--- src/rtl/kgp_rf_pkg.sv ---
// Shared constants and reset-load helper for the KGP-RISC register file.
package kgp_rf_pkg;

    localparam int unsigned RF_DATA_W = 32;
    localparam int unsigned RF_ADDR_W = 5;

    typedef enum int {
        RF_INIT_ZERO  = 0,
        RF_INIT_INDEX = 1
    } rf_init_e;

    // Reset value of register idx; callers truncate to their data width.
    function automatic logic [31:0] rf_init_val(input int unsigned idx, input int mode);
        return (mode == int'(RF_INIT_INDEX)) ? idx : 32'd0;
    endfunction

endpackage

--- src/rtl/kgp_rf_read_port.sv ---
// One combinational read port: array select, write bypass, zero-register force
// and operand-ready flag from the busy scoreboard.
module kgp_rf_read_port #(
    parameter int unsigned DATA_W   = 32,
    parameter int unsigned ADDR_W   = 5,
    parameter bit          ZERO_REG = 1'b1
) (
    input  logic [ADDR_W-1:0]     addr,
    input  logic [DATA_W-1:0]     mem [2**ADDR_W],
    input  logic [2**ADDR_W-1:0]  busy,
    input  logic                  wr_en,
    input  logic [ADDR_W-1:0]     wr_addr,
    input  logic [DATA_W-1:0]     wr_data,
    output logic [DATA_W-1:0]     data,
    output logic                  ready
);

    logic is_zero;
    logic hit;

    always_comb begin
        is_zero = ZERO_REG && (addr == '0);
        hit     = wr_en && (wr_addr == addr) && !is_zero;
        data    = mem[addr];
        if (hit)
            data = wr_data;
        if (is_zero)
            data = '0;
        ready = is_zero || !busy[addr] || hit;
    end

endmodule

--- src/rtl/kgp_regfile.sv ---
// Parametrised multi-read-port register file with write bypass, optional
// hardwired zero register and a busy-bit scoreboard for long-latency producers.
module kgp_regfile
    import kgp_rf_pkg::*;
#(
    parameter int unsigned DATA_W    = RF_DATA_W,
    parameter int unsigned ADDR_W    = RF_ADDR_W,
    parameter int unsigned NUM_RD    = 2,
    parameter bit          ZERO_REG  = 1'b1,
    parameter int          INIT_MODE = int'(RF_INIT_INDEX)
) (
    input  logic                       clk,
    input  logic                       rst,
    input  logic                       reg_write,
    input  logic [ADDR_W-1:0]          write_register,
    input  logic [DATA_W-1:0]          write_data,
    input  logic [NUM_RD*ADDR_W-1:0]   read_reg,
    output logic [NUM_RD*DATA_W-1:0]   read_data,
    output logic [NUM_RD-1:0]          read_ready,
    input  logic                       set_busy,
    input  logic [ADDR_W-1:0]          busy_reg,
    output logic [ADDR_W:0]            busy_cnt
);

    localparam int unsigned DEPTH = 2**ADDR_W;

    logic [DATA_W-1:0] mem [DEPTH];
    logic [DEPTH-1:0]  busy;
    logic [DEPTH-1:0]  busy_nxt;
    logic              wr_en;
    logic              set_en;
    logic              bypass_en;
    logic              cnt_inc;
    logic              cnt_dec;

    assign wr_en     = reg_write && !(ZERO_REG && (write_register == '0));
    assign set_en    = set_busy && !(ZERO_REG && (busy_reg == '0));
    // Bypass is suppressed during reset so reads show the freshly loaded contents.
    assign bypass_en = reg_write && !rst;

    always_comb begin
        busy_nxt = busy;
        if (wr_en)
            busy_nxt[write_register] = 1'b0;
        if (set_en)
            busy_nxt[busy_reg] = 1'b1;
        cnt_inc = set_en && !busy[busy_reg];
        cnt_dec = wr_en && busy[write_register] && !(set_en && (busy_reg == write_register));
    end

    always_ff @(posedge clk or posedge rst) begin
        if (rst) begin
            for (int unsigned i = 0; i < DEPTH; i++)
                mem[i] <= DATA_W'(rf_init_val(i, INIT_MODE));
            busy     <= '0;
            busy_cnt <= '0;
        end else begin
            if (wr_en)
                mem[write_register] <= write_data;
            busy     <= busy_nxt;
            busy_cnt <= busy_cnt + (ADDR_W+1)'(cnt_inc) - (ADDR_W+1)'(cnt_dec);
        end
    end

    for (genvar p = 0; p < int'(NUM_RD); p++) begin : g_rd
        kgp_rf_read_port #(
            .DATA_W   (DATA_W),
            .ADDR_W   (ADDR_W),
            .ZERO_REG (ZERO_REG)
        ) u_port (
            .addr    (read_reg[p*ADDR_W +: ADDR_W]),
            .mem     (mem),
            .busy    (busy),
            .wr_en   (bypass_en),
            .wr_addr (write_register),
            .wr_data (write_data),
            .data    (read_data[p*DATA_W +: DATA_W]),
            .ready   (read_ready[p])
        );
    end

endmodule

--- config.mk ---
export PLATFORM = sky130hd
export DESIGN_NAME = kgp_regfile
export DESIGN_NICKNAME = d
export VERILOG_FILES = /design/src/rtl/kgp_rf_pkg.sv /design/src/rtl/kgp_rf_read_port.sv /design/src/rtl/kgp_regfile.sv
export SDC_FILE = /design/constraint.sdc
export NUM_CORES = 2
export LEC_CHECK = 0
export ABC_AREA = 1
export CAP_MARGIN = 30
export CORE_AREA = 5 5 352 354
export CTS_BUF_LIST = sky130_fd_sc_hd__clkbuf_4 sky130_fd_sc_hd__clkbuf_8
export CTS_CLUSTER_DIAMETER = 50
export DETAILED_ROUTE_END_ITERATION = 16
export DIE_AREA = 0 0 357 359
export PLACE_DENSITY = 0.69
export SLEW_MARGIN = 25
export SYNTH_ARGS = -nofsm -noshare
export SYNTH_HDL_FRONTEND = slang
export SYNTH_SLANG_ARGS = --single-unit
--- constraint.sdc ---
create_clock -name clk -period 52.2 [get_ports clk]
set_input_delay 15.66 -clock clk [delete_from_list [all_inputs] [get_ports clk]]
set_output_delay 15.66 -clock clk [all_outputs]
set_load 0.02 [all_outputs]
==> results by stage <==
Synth:
- For this run, the register share of the synthesized area comes to 0.423.
- The count of warnings emitted by yosys is 0.
- The average footprint of a synthesized cell is 6.73 um^2.
- In this run, synthesis inferred 0 flip-flops with an integrated enable.
- For this run, the leading register cell type out of synthesis is dfrtp_1.
- The netlist area before placement is approximately 63000 um^2.
- The gate count after technology mapping is 9380.
- In this run, distinct cell masters in the synthesized netlist total 43.
- The share of flip-flops with an asynchronous set or reset is 1.00.
- Counting every net in the synthesized netlist gives 9443.
- The post-synthesis register bit count is about 1100.

Final layout:
- The ratio of cells with drive above 1 in the final layout is 0.0755.
- At the end of the flow the core is filled with cells to 0.569.
- The area growth from synthesis to layout is 8.86%.
- In the final design database the tool counted 9098 nets.
- The register with the most flip-flops in the layout has 1024 of them.

Global route:
- The maximum number of pins on one net before global-route repair is 180.
- The number of global-route vias before repair is between 60000 and 70000.
- The initial antenna violation count came to 25.
- The total overflow left after global routing is 0.
- For this run, the total global-route usage over all layers was measured as 0.386.
- The global-route wire length before repair is 380000 um.

Die:
- The overall die area is 128000 um^2.
- During I/O placement, the number of pins put on the boundary was 128.
- The y dimension of the die is 359 um.
- The initial utilization of the core area, before any placement, comes to 0.523.
- The x dimension of the die is approximately 360 um.
- The placement row count is ~130.
- The floorplan core area is around 120000 um^2.

Critical path:
- The largest driver fanout on the critical path is roughly 100.
- The critical path launch point type is an input port.
- The delay of the slowest critical-path stage is between 900 and 1000 ps.
- Traced cell by cell, the critical path runs through buf_8, inv_8, nand4_4, buf_4, nand3_1, nand3b_4, nand3_1, nand2_1, inv_1, clkdlybuf4s50_1.
- The worst setup path category is in -> out.
- Counting stages on the worst path, the most repeated cell is nand3_1.
- The critical path data required time is roughly 37000 ps.
- The arrival time at the worst endpoint is 20650 ps.
- The slowest stage of the critical path is the nand3b_4 cell.
- The critical path endpoint category is an output pin.

Detailed routing:
- The met1 routed wirelength after detailed routing is 94900 um.
- The total length of routed met2 wires is 105000 um.
- After detailed routing, the total wire length is approximately 250000 um.
- The uppermost layer routed is met5.
- The remaining routing DRC violations is 0.
- The routed wire length on met3 is 38100 um.
- The iteration-0 DRC count of the detailed router is 9375.
- The total via count after detailed routing is between 60000 and 70000.
- The pre-antenna-repair detailed-routing pass consisted of 8 iterations.
- The post-detailed-route count of antenna-violating nets is 0.
- In the routed layout, each cell is associated on average with a via count of 6.00.
- Dividing the detail-routed wire length by the instance count gives 23.3 um.

Clock tree:
- At the later pin of the worst-skew pair, clock insertion delay measures around 910 ps.
- In this run the deepest clock path goes through 3 buffers.
- After clock tree synthesis, the setup repair step added 0 buffers.
- The number of hold buffers added after CTS was 0.
- Clock tree synthesis selected as its root buffer the cell clkbuf_8.
- Clock tree synthesis inserted a total of 194 buffers.
- TritonCTS built the clock tree.
- The number of clock sinks is 1062.
- The number of H-tree branching levels is 4.
- In this run, post-CTS repair resized a total of 0 instances.
- After clock tree synthesis, the clock-pin slew on the worst setup and hold paths is 60 ps.

Job:
- Max-cap violations in this run came to 0.

Power:
- Dividing total power by cell area gives a power density of 38.2 nW/um^2.
- VDD sags by at most 0.0286 mV.
- In this run the static leakage power is between 30 and 40 nW.

Timing:
- Setup violations remaining at the end of the flow were counted as 0.
- The total negative slack for setup checks is 0 ps.
- Between clock sinks in the finished design, the worst skew comes to 17.2 ps.
- The hold violation total from the final report was 0.
- Setup repair after global routing left no endpoint under its margin.
- The tightest hold path in the finished design has a slack of around 400 ps.
- The tightest slew margin relative to the limit is 0.225.
- The number of slew-limit violations in the final report is 0.
- The clock period minus final worst setup slack is ~36000 ps.
- The post-route clock period utilization is 0.696.
- The timing-limited maximum frequency is 0.0275 GHz.
- The slew at the pin closest to its max-slew limit is between 1000 and 1500 ps.

Place:
- During placement, the flow inserted port buffers numbering 127.
- Detailed placement ended at an HPWL of 136000 um.
- The congestion estimate from routability-driven global placement came to 0.873.

Status:
- The flow ran to the end, and the final reports show no timing, DRC or antenna violations.

Hold path:
- The tightest min-delay check is of the reg -> reg type.
metal layers:
layer | GRT usage | vias to the layer above
met2 | 0.563 | 4777
met1 | 0.517 | 30000
li1 | - | 29200
met3 | 0.127 | 983
met4 | 0.192 | 12
met5 | 0 | -
cell type report:
class | instances | area (um^2)
clock inverters | 21 | 198
multi-input cells | 6604 | 29400
well taps | 1625 | 2030
repair buffers | 273 | 2810
clock buffers | 333 | 4110
fillers | 11500 | 52000
diodes | 15 | 37.5
inverters | 900 | 3420
flip-flops and latches | 1062 | 26700
power breakdown:
group / leakage (nW) / internal (mW) / switching (mW)
Sequential: 12.4 / 1.02 / 0.106
Clock: 2.29 / 0.502 / 0.381
Combinational: 18.3 / 0.214 / 0.406
Total: 33.0 / 1.73 / 0.892
through the flow:
step                      total power [mW]  setup WS [ps]  area (um^2)  cells
final                                 2.63          15890        68700  10800
after global routing                  2.77          15970        68700  10800
after CTS                             2.61          16260        68400  10800
after detailed placement              1.73          16280        64100  10400
after global placement                1.71          16300        63800  10400
after floorplan                       1.56           6780        63100   9380
worst max-delay path, delay by kind of cell:
| family | cells | cell delay [ps] |
|---|---|---|
| AND/OR/NAND/NOR | 5 | 2070 |
| buffers and inverters | 5 | 2730 |
cell usage in the layout, fill, tap and decap left out, drive strengths merged, types with 10 or more instances in the layout:
cell type and count:
o21ai 1139, o22ai 40, o211ai 96, dfstp 80, nor2 432, nor3 17, clkdlybuf4s50 116, nand2 3155
xor2 10, buf 157, nand3 1361, clkinv 16, diode 15, inv 898, or2 27, a21oi 300
dfrtp 982, clkbuf 333
synthesized netlist by cell type (3+ instances only):
master	instances	area (um^2)
nor2_1	422	1580
dfstp_2	80	2100
inv_1	875	3280
buf_1	86	323
xor2_1	10	87.6
dfrtp_1	982	24600
o21ai_0	997	4990
nand2_2	4	25.0
buf_6	12	135
o32ai_1	3	26.3
o22ai_1	39	244
buf_2	325	1630
clkbuf_1	305	1140
o211ai_1	96	721
buf_4	83	623
a21oi_1	300	1500
nand2_1	3150	11800
nor3_1	14	70.1
ha_1	6	75.1
inv_2	19	71.3
o21ai_1	141	706
clkinv_1	6	22.5
nor2_4	7	78.8
a22oi_1	6	45.0
or2_2	27	169
nand3_1	1361	6810
final timing paths:
check / from / endpoint / slack, ps / depth (start not counted)
min in group asynchronous: rst / mem[321]$_DFFE_PP0P_ / 15440 / 2
max in group asynchronous: rst / mem[565]$_DFFE_PP0P_ / 33370 / 6
min reg2reg: mem[1023]$_DFFE_PP0P_ / mem[1023]$_DFFE_PP0P_ / 400 / 0
max reg2reg: busy[26]$_DFF_PP0_ / busy_cnt[4]$_DFF_PP0_ / 49300 / 13
min: mem[1023]$_DFFE_PP0P_ / mem[1023]$_DFFE_PP0P_ / 400 / 0
max: read_reg[6] / read_data[56] / 15890 / 10
logic make-up (layout without fill, tap and decap cells):
logic type,after synthesis,in the layout,share of synthesized area
buf+inv,1714,1527,0.115
xor+xnor,12,12,0.00167
simple gates,4999,4999,0.328
fa+ha+maj,7,7,0.00151
other cells,0,15,0
compound gates,1586,1586,0.131
flops,1062,1062,0.423
No activity file was read; power rests on OpenSTA's default activity.
